$ cat src/rtl/mips_multicycle_control.sv
// Main control FSM for the multi-cycle MIPS datapath; steers every mux select and write strobe from the current state.
// Outputs are decoded from state within the cycle; memory states stall on mem_ready and trap after MEM_TIMEOUT cycles.
module mips_multicycle_control #(
    parameter int MEM_TIMEOUT = 16
) (
    input  logic       clk,
    input  logic       rst_n,
    input  logic [5:0] opcode,
    input  logic [5:0] funct,
    input  logic       alu_zero,
    input  logic       mem_ready,
    output logic       PCWrite,
    output logic       PCWriteCond,
    output logic       IorD,
    output logic       MemRead,
    output logic       MemWrite,
    output logic       IRWrite,
    output logic [1:0] MemtoReg,
    output logic [1:0] RegDst,
    output logic       RegWrite,
    output logic       ALUSrcA,
    output logic [1:0] ALUSrcB,
    output logic [1:0] ALUOp,
    output logic [1:0] PCSource,
    output logic [3:0] state,
    output logic       trap
);

    typedef enum logic [3:0] {
        FETCH     = 4'd0,
        DECODE    = 4'd1,
        MEM_ADDR  = 4'd2,
        MEM_READ  = 4'd3,
        MEM_WB    = 4'd4,
        MEM_WRITE = 4'd5,
        R_EXEC    = 4'd6,
        R_WB      = 4'd7,
        BRANCH    = 4'd8,
        JUMP      = 4'd9,
        I_EXEC    = 4'd10,
        I_WB      = 4'd11,
        JAL       = 4'd12,
        JR        = 4'd13,
        ERROR     = 4'd15
    } state_t;

    localparam logic [5:0] OP_RTYPE = 6'h00;
    localparam logic [5:0] OP_J     = 6'h02;
    localparam logic [5:0] OP_JAL   = 6'h03;
    localparam logic [5:0] OP_BEQ   = 6'h04;
    localparam logic [5:0] OP_ADDI  = 6'h08;
    localparam logic [5:0] OP_LW    = 6'h23;
    localparam logic [5:0] OP_SW    = 6'h2B;
    localparam logic [5:0] FN_JR    = 6'h08;
    localparam logic [7:0] WAIT_LIMIT = 8'(MEM_TIMEOUT - 1);

    state_t     st;
    logic [7:0] wait_cnt;
    logic       timeout;

    // The wait counter holds the number of stalled cycles already spent, so the
    // MEM_TIMEOUT-th stalled cycle is the last chance for mem_ready to win.
    assign timeout = (wait_cnt == WAIT_LIMIT);
    assign state   = st;

    always_ff @(posedge clk) begin
        if (!rst_n) begin
            st       <= FETCH;
            wait_cnt <= '0;
            trap     <= 1'b0;
        end else begin
            wait_cnt <= '0;
            case (st)
                FETCH, MEM_READ, MEM_WRITE: begin
                    if (mem_ready) begin
                        case (st)
                            FETCH:    st <= DECODE;
                            MEM_READ: st <= MEM_WB;
                            default:  st <= FETCH;
                        endcase
                    end else if (timeout) begin
                        st   <= ERROR;
                        trap <= 1'b1;
                    end else begin
                        wait_cnt <= wait_cnt + 8'd1;
                    end
                end
                DECODE: begin
                    case (opcode)
                        OP_LW, OP_SW: st <= MEM_ADDR;
                        OP_RTYPE:     st <= (funct == FN_JR) ? JR : R_EXEC;
                        OP_BEQ:       st <= BRANCH;
                        OP_J:         st <= JUMP;
                        OP_JAL:       st <= JAL;
                        OP_ADDI:      st <= I_EXEC;
                        default: begin
                            st   <= ERROR;
                            trap <= 1'b1;
                        end
                    endcase
                end
                MEM_ADDR: begin
                    if (opcode == OP_LW) begin
                        st <= MEM_READ;
                    end else if (opcode == OP_SW) begin
                        st <= MEM_WRITE;
                    end else begin
                        st   <= ERROR;
                        trap <= 1'b1;
                    end
                end
                R_EXEC: st <= R_WB;
                I_EXEC: st <= I_WB;
                MEM_WB, R_WB, I_WB, BRANCH, JUMP, JAL, JR: st <= FETCH;
                default: begin
                    st   <= ERROR;
                    trap <= 1'b1;
                end
            endcase
        end
    end

    // Everything is forced to zero while reset is held so an aborted instruction commits nothing.
    always_comb begin
        PCWrite     = 1'b0;
        PCWriteCond = 1'b0;
        IorD        = 1'b0;
        MemRead     = 1'b0;
        MemWrite    = 1'b0;
        IRWrite     = 1'b0;
        MemtoReg    = 2'd0;
        RegDst      = 2'd0;
        RegWrite    = 1'b0;
        ALUSrcA     = 1'b0;
        ALUSrcB     = 2'd0;
        ALUOp       = 2'd0;
        PCSource    = 2'd0;
        if (rst_n) begin
            case (st)
                FETCH: begin
                    MemRead = 1'b1;
                    ALUSrcB = 2'd1;
                    IRWrite = mem_ready;
                    PCWrite = mem_ready;
                end
                DECODE: ALUSrcB = 2'd3;
                MEM_ADDR: begin
                    ALUSrcA = 1'b1;
                    ALUSrcB = 2'd2;
                end
                MEM_READ: begin
                    MemRead = 1'b1;
                    IorD    = 1'b1;
                end
                MEM_WB: begin
                    RegWrite = 1'b1;
                    MemtoReg = 2'd1;
                end
                MEM_WRITE: begin
                    MemWrite = 1'b1;
                    IorD     = 1'b1;
                end
                R_EXEC: begin
                    ALUSrcA = 1'b1;
                    ALUOp   = 2'd2;
                end
                R_WB: begin
                    RegWrite = 1'b1;
                    RegDst   = 2'd1;
                end
                I_EXEC: begin
                    ALUSrcA = 1'b1;
                    ALUSrcB = 2'd2;
                    ALUOp   = 2'd3;
                end
                I_WB: RegWrite = 1'b1;
                BRANCH: begin
                    ALUSrcA     = 1'b1;
                    ALUOp       = 2'd1;
                    PCWriteCond = 1'b1;
                    PCSource    = 2'd1;
                end
                JUMP: begin
                    PCWrite  = 1'b1;
                    PCSource = 2'd2;
                end
                JAL: begin
                    PCWrite  = 1'b1;
                    PCSource = 2'd2;
                    RegWrite = 1'b1;
                    RegDst   = 2'd2;
                    MemtoReg = 2'd2;
                end
                JR: begin
                    PCWrite  = 1'b1;
                    PCSource = 2'd3;
                end
                default: ;
            endcase
        end
    end

endmodule

$ cat config.mk
export PLATFORM = sky130hd
export DESIGN_NAME = mips_multicycle_control
export DESIGN_NICKNAME = d
export VERILOG_FILES = /design/src/rtl/mips_multicycle_control.sv
export SDC_FILE = /design/constraint.sdc
export NUM_CORES = 1
export LEC_CHECK = 0
export ABC_CLOCK_PERIOD_IN_PS = 2200
export CORE_MARGIN = 4
export CORE_UTILIZATION = 44
export CTS_CLUSTER_DIAMETER = 120
export DETAILED_ROUTE_END_ITERATION = 10
export GPL_TIMING_DRIVEN = 0
export PLACE_DENSITY_LB_ADDON = 0.2
export SYNTH_ARGS = -nofsm -noshare
export SYNTH_HDL_FRONTEND = slang
export SYNTH_SLANG_ARGS = --single-unit
export TNS_END_PERCENT = 20
$ cat constraint.sdc
create_clock -name clk -period 2.2 [get_ports clk]
set_input_delay 0.22 -clock clk [delete_from_list [all_inputs] [get_ports clk]]
set_output_delay 0.22 -clock clk [all_outputs]
set_load 0.01 [all_outputs]
# After elaboration in Yosys (flattened, before gate mapping)
# Cells that the tools add are included.
totals:
  reg_bits: 13
  latch_bits: 0
  ramBits: 0
  mem_bits_ro: 0
  output_inout_bits: 23
  mem_count: 0
op_classes:
  n_addsub: 1
  n_mul: 0
  div_mod_pow: 0
  magnitude_cmp: 0
  n_eq_ne: 27
  n_shift: 0
  mux: 40
  bitwise: 3
  reduce_logical: 16
ops:
  columns: ["operator", "count"]
  rows:
  - ["one-hot mux 4 bit (6 select lines)", 2]
  - ["equality test 4 bit, second input constant", 6]
  - ["2-to-1 mux 1 bit", 20]
  - ["2-to-1 mux 4 bit", 5]
  - ["one-hot mux 2 bit (3 select lines)", 3]
  - ["equality test 4 x 3 -> 1 bit, second input constant", 4]
  - ["OR reduction 7 bit", 2]
  - ["equality test 6 x 2 -> 1 bit, second input constant", 2]
  - ["equality test 6 x 4 -> 1 bit, second input constant", 2]
  - ["equality test 6 bit, second input constant", 2]
  - ["OR reduction 4 bit", 3]
  - ["2-to-1 mux 2 bit", 5]
  - ["!= test 2 bit, second input constant", 5]
  - ["OR reduction 2 bit", 5]
  - ["OR reduction 9 bit", 1]
  - ["adder 8 x 1 -> 8 bit, second input constant", 1]
  - ["equality test 4 x 2 -> 1 bit, second input constant", 2]
  - ["equality test 8 x 4 -> 1 bit, second input constant", 1]
  - ["one-hot mux 2 bit (2 select lines)", 2]
  - ["equality test 6 x 3 -> 1 bit, second input constant", 1]
  - ["logical NOT 6 bit", 1]
  - ["one-hot mux 3 bit (2 select lines)", 1]
  - ["AND reduction 6 bit", 1]
  - ["OR reduction 3 bit", 2]
  - ["other kinds (6)", 8]

# Longest topological paths before layout
# Gate-level depths: netlist (run 1).
logic_depth:
  depth_word: 4
  depth_mapped: 7
  depth_no_buf: 6

# Least setup slack after synthesis (run 1)
# Ideal clock, no wire load.
synth_timing:
  kind: "flip-flop to flip-flop"
  start: "reg st[1] (netlist: state[1])"
  end: "reg wait_cnt[4]"
  arrival_ns: 1.741
  required_ns: 2.138
  slack_ns: 0.397
  stages_incl_launch_ff: 8
  n_path_buf: 2
  path_cell_list: "dfxtp_1 buf_2 xnor2_1 a22oi_1 or4_4 or2_1 buf_6 nor2_2"
synth_between:
  elab_chain_len: 4
  word_cells_on_any_way: 6
  cone_classes: "eq/ne (2); bitwise (1); reduce/logical (3)"
synth_lines:
  columns: ["item", "line_no", "rtl"]
  rows:
  - ["from (decl)", "57", "state_t st;"]
  - ["from (signal assigned)", "91", "OP_RTYPE: st <= (funct == FN_JR) ? JR : R_EXEC;"]
  - ["equality test 4 x 3 -> 1 bit, or another cell as far along", "73", "case (st)"]
  - ["OR reduction 3 bit *", "73", null]
  - ["inverter 1 bit (no line) *", null, null]
  - ["OR reduction 4 bit (no line) *", null, null]
  - ["to (signal assigned)", "85", "wait_cnt <= wait_cnt + 8'd1;"]
  - ["to (decl)", "58", "logic [7:0] wait_cnt;"]
# Mark *: on every way between the ends. The rest lies on a longest branch, timed or not.
# A chain may end at the register's enable or synchronous reset.

# Worst setup path after layout (run 1)
layout_timing:
  start: "reg st[3] (netlist: state[3])"
  end: "out PCWrite"
layout_between:
  elab_chain_len: 4
  word_cells_on_any_way: 7
  cone_classes: "eq/ne (3); mux (2); reduce/logical (2)"
layout_lines:
  columns: ["item", "line_no", "rtl"]
  rows:
  - ["equality test 4 bit", "139", "case (st)"]
  - ["OR reduction 3 bit (no line)", null, null]
  - ["one-hot mux 1 bit (2 select lines) *", "139", null]
  - ["2-to-1 mux 1 bit *", "138", "if (rst_n) begin"]
  - ["to (decl)", "12", "output logic PCWrite,"]
# Marks and branches as above.

==> out/summary.log, run 1 <==
INFO  synthesis      postSynth.topFlopCell=sky130_fd_sc_hd__dfxtp_1
INFO  hold_path      timing.hold.worst.start=rst_n
INFO  synthesis      yosys.area_share.adder=0.0120
INFO  floorplanning  chipHeight=56.7um
INFO  worst_setup_path worst_path_dominant_cell_family=simple AND/OR/NAND/NOR gates
INFO  global_route   gr-total-overflow=0
INFO  worst_setup_path r2r_end=wait_cnt[7]
INFO  clock_tree     cts_htree_levels=1
INFO  sta            finalHoldViolations=0
INFO  floorplanning  fp.dieW=56.7um
INFO  worst_setup_path timing.critical_path.arrival=1.98ns
INFO  sta            maxSlewHeadroom=0.740
INFO  drt            number_of_antenna_violating_nets_in_the_routed_design=0
INFO  drt            routed_wirelength=2860um
INFO  synthesis      netlist_instances=146
INFO  final_layout   syn_to_final_growth=43.3%
INFO  final_layout   layoutNonFillerInstCount=214
INFO  synthesis      synth-xor-area-share=0.0672
INFO  floorplanning  num_rows=17
INFO  floorplanning  floorplan.initialDensity=0.467
INFO  global_route   gr-usage-all-layers=0.182
INFO  worst_setup_path critical_path.max_stage_delay=0.53ns
INFO  sta            timing.clock.skew=0.000344ns
INFO  worst_setup_path cp-end-kind=primary output
INFO  clock_tree     clkSinkCount=13
INFO  worst_setup_path timing.critical_path.fanout_max=7
INFO  worst_setup_path rrSetupSlack=0.29ns
INFO  drt            detailroute.via_count=1,181
INFO  sta            tightestPinTransition=0.380ns
INFO  synthesis      synth_sequential_area_ratio=0.250
INFO  global_route   grt_antenna_before_repair=0
INFO  global_route   grt_max_degree=11
INFO  synthesis      yosys.cell_types.count=44
INFO  placement      place.detailed.instances=210
INFO  worst_setup_path timing.critical_path.cells=inv_1, or3_1, nor2_2, or2_2, clkdlybuf4s50_1
INFO  clock_tree     hold_buffers=0
INFO  hold_path      hp-class=in2reg
INFO  synthesis      ys_warn_count=0
INFO  floorplanning  io_pins=39
INFO  synthesis      synth.cell_area=1040um2
INFO  worst_setup_path reg2reg_from=state[1]
INFO  synthesis      mappedNetlistNets=163
INFO  clock_tree     tritoncts.num_buffers=3
INFO  floorplanning  dieArea=3210um2
INFO  clock_tree     post_cts.repair.setup_buffers=0
INFO  worst_setup_path cp-start-kind=register
INFO  drt            vias_per_cell=5.52
INFO  synthesis      synth_compound_gate_area_share=0.190
INFO  drt            drt_iter0_markers=29
INFO  clock_tree     clk_path_buf_depth=2
INFO  sta            period_needed=2.20ns
INFO  worst_setup_path critical_path.slowest_cell=sky130_fd_sc_hd__clkdlybuf4s50_1
INFO  synthesis      dominant_combinational_cell_family_by_area_after_synthesis=simple AND/OR/NAND/NOR gates
INFO  drt            wl_per_cell=13.4um
INFO  power          power_leakage=0.566nW
INFO  synthesis      fraction_of_the_mapped_netlist_area_in_simple_logic_gates=0.407
INFO  hold_path      worstHoldPathCells=3
INFO  hold_path      hold-path-endpoint=state[3]
INFO  clock_tree     clockRootBuffer=sky130_fd_sc_hd__clkbuf_4
INFO  floorplanning  fp.coreArea=2230um2
INFO  power          vdd_drop_max=0.000748V
INFO  sta            finalCritPeriodShare=1.00
INFO  sta            finalSetupViolCount=1
INFO  global_route   first_pass_grt_wire_length=4770um
INFO  power          power.density_cell_area=1060nW/um2
INFO  sta            holdWs=0.318ns
INFO  synthesis      count_of_flip_flops_with_a_built_in_enable_after_synthesis=0
INFO  sta            final_max_slew_viol_count=0
INFO  synthesis      syn_area_per_cell=7.14um2
INFO  global_route   first_global_vias=1,149
INFO  final_layout   post_route_cells_drive_above_1_share=0.156
INFO  sta            setup_ws=-0.00322ns
INFO  worst_setup_path worstPathRequired=1.98ns
INFO  sta            grt_setup_unrepaired=true
INFO  final_layout   diodes=0
INFO  synthesis      mux_contribution_to_synthesized_area=0
INFO  clock_tree     cts.clk_slew.worst_paths=0.07ns
INFO  sta            clock.fmax=454MHz
INFO  worst_setup_path reg2regPathDepth=7
INFO  worst_setup_path start_to_end_type_of_the_worst_setup_path=reg2out
INFO  placement      io_buffers=36
INFO  synthesis      synthesized_flop_and_latch_total=13
INFO  outcome        run_status=finished with violations
INFO  power          total_power=0.00158W
INFO  placement      post-dp-hpwl=2260um
INFO  placement      gpl.final_weighted_congestion=0.927
INFO  flow_run       drv.max_cap_violation_count=0
INFO  outcome        violated_checks=setup timing
INFO  drt            firstDrtPassIters=4
INFO  synthesis      synth_async_sr_flop_share=0
INFO  clock_tree     clock_latency=0.26ns
INFO  final_layout   nNetsFinal=204
INFO  drt            drcViolationCount=0
INFO  clock_tree     cts_tree=yes
INFO  worst_setup_path critPathBufInv=2
stage by stage:
stage	setup slack [ns]	util	TNS [ns]	cell area, um2
floorplan	0.397	-	0	1040
global placement	0.0702	0.644	0	1440
detailed placement	0.0159	0.644	0	1440
CTS	0.00341	0.663	0	1480
global route	-0.105	0.669	-0.233	1490
finish	-0.00322	0.669	-0.00322	1490
routing by layer:
| layer | vias to the layer above | track usage | part of all wire | wire, um |
|---|---|---|---|---|
| li1 | 606 | - | - | - |
| met1 | 523 | 0.205 | 0.44 | 1260 |
| met2 | 48 | 0.327 | 0.48 | 1360 |
| met3 | 4 | 0.0483 | 0.068 | 195 |
| met4 | 0 | 0.0610 | 0.012 | 35 |
| met5 | - | 0 | 0 | 0 |
layout make-up:
class	count	area (um2)
sequential	13	265
buffer	8	53.8
multi-input combinational	117	721
timing repair buffer	36	363
clock buffer	4	26.3
inverter	8	30.0
fill	205	739
tap	28	35.0
cells in the mapped netlist (all sizes together) (2+ instances only):
| master | n | share of area |
|---|---|---|
| nor2 | 22 | 0.098 |
| dfxtp | 13 | 0.25 |
| nor3 | 12 | 0.058 |
| nand2 | 10 | 0.036 |
| inv | 8 | 0.029 |
| a21oi | 7 | 0.034 |
| nand3 | 7 | 0.034 |
| o21ai | 7 | 0.034 |
| a31oi | 6 | 0.036 |
| and3 | 5 | 0.030 |
| buf | 5 | 0.035 |
| xor2 | 5 | 0.042 |
| clkbuf | 3 | 0.011 |
| nor2b | 3 | 0.025 |
| or2 | 3 | 0.018 |
| or3 | 3 | 0.018 |
| xnor2 | 3 | 0.025 |
| nand2b | 2 | 0.012 |
| o31ai | 2 | 0.014 |
| or4 | 2 | 0.018 |
worst reg2reg max path, cell delays in order (launching register included):
cell                      delay, ns
sky130_fd_sc_hd__dfxtp_1       0.33
sky130_fd_sc_hd__buf_2         0.21
sky130_fd_sc_hd__xnor2_1       0.16
sky130_fd_sc_hd__a22oi_1       0.14
sky130_fd_sc_hd__or4_4         0.53
sky130_fd_sc_hd__or2_1         0.24
sky130_fd_sc_hd__buf_6         0.15
sky130_fd_sc_hd__nor2_2        0.10
flip-flops by register name, summed over array words and instances, names as in the netlist:
register,cells
wait_cnt,8
state,4
trap,1
power by group:
group          internal [W]  switching [W]
clock network     0.0000701      0.0000693
registers          0.000295      0.0000531
logic              0.000511       0.000584
total              0.000875       0.000706
repair_timing:
| action | in CTS | in global routing |
|---|---|---|
| gates cloned | 0 | 0 |
| pin swaps | 0 | 0 |
| endpoints found under the setup margin | 7 | 6 |
| gates resized for setup | 8 | 4 |
cell usage in the layout, fill, tap and decap left out, types with 2 or more instances in the layout:
cell type,count
sky130_fd_sc_hd__clkdlybuf4s50_1,35
sky130_fd_sc_hd__nor2_1,13
sky130_fd_sc_hd__nor3_1,11
sky130_fd_sc_hd__dfxtp_1,11
sky130_fd_sc_hd__nand2_1,10
sky130_fd_sc_hd__nor2_2,9
sky130_fd_sc_hd__inv_1,8
sky130_fd_sc_hd__nand3_1,7
sky130_fd_sc_hd__a21oi_1,7
sky130_fd_sc_hd__o21ai_0,7
sky130_fd_sc_hd__a31oi_1,6
sky130_fd_sc_hd__xor2_1,5
sky130_fd_sc_hd__and3_1,5
sky130_fd_sc_hd__clkbuf_4,4
sky130_fd_sc_hd__or3_1,3
sky130_fd_sc_hd__xnor2_1,3
sky130_fd_sc_hd__clkbuf_2,2
sky130_fd_sc_hd__buf_6,2
sky130_fd_sc_hd__clkbuf_1,2
sky130_fd_sc_hd__buf_2,2
sky130_fd_sc_hd__nand2b_1,2
sky130_fd_sc_hd__or2_2,2
sky130_fd_sc_hd__o31ai_1,2
cells by family (layout without fill, tap and decap cells):
family / count (synthesis) / after routing
buffers and inverters: 16 / 56
AOI/OAI and AO/OA: 31 / 31
DFF: 13 / 13
adders and majority gates: 1 / 1
xor gates and xnor gates: 8 / 8
and+or+nand+nor: 77 / 77
worst max-delay path by stage:
stage,from,to,depth (start not counted)
after CTS,state[3],PCWrite,5
after detailed placement,funct[1],state[1],6
after floorplan,state[1],wait_cnt[4],7
after global placement,funct[1],state[1],6
final,state[3],PCWrite,5
after global routing,state[1],PCWrite,5
Power figures use the tool's default switching activity.
==> run 2, diff against run 1 <==
--- a/config.mk
+++ b/config.mk
@@ -6,12 +6,14 @@
 export NUM_CORES = 1
 export LEC_CHECK = 0
 export ABC_CLOCK_PERIOD_IN_PS = 2200
+export CAP_MARGIN = 20
 export CORE_MARGIN = 4
 export CORE_UTILIZATION = 44
 export CTS_CLUSTER_DIAMETER = 120
 export DETAILED_ROUTE_END_ITERATION = 10
 export GPL_TIMING_DRIVEN = 0
 export PLACE_DENSITY_LB_ADDON = 0.2
+export SLEW_MARGIN = 5
 export SYNTH_ARGS = -nofsm -noshare
 export SYNTH_HDL_FRONTEND = slang
 export SYNTH_SLANG_ARGS = --single-unit
==> results of run 2 <==
No change in the layout: final DEF, timing and power equal those of run 1.
==> run 3, diff against run 2 <==
--- a/config.mk
+++ b/config.mk
@@ -12,6 +12,7 @@
 export CTS_CLUSTER_DIAMETER = 120
 export DETAILED_ROUTE_END_ITERATION = 10
 export GPL_TIMING_DRIVEN = 0
+export HOLD_SLACK_MARGIN = 0.05
 export PLACE_DENSITY_LB_ADDON = 0.2
 export SLEW_MARGIN = 5
 export SYNTH_ARGS = -nofsm -noshare
==> results of run 3 <==
No change in the layout: final DEF, timing and power equal those of run 1.
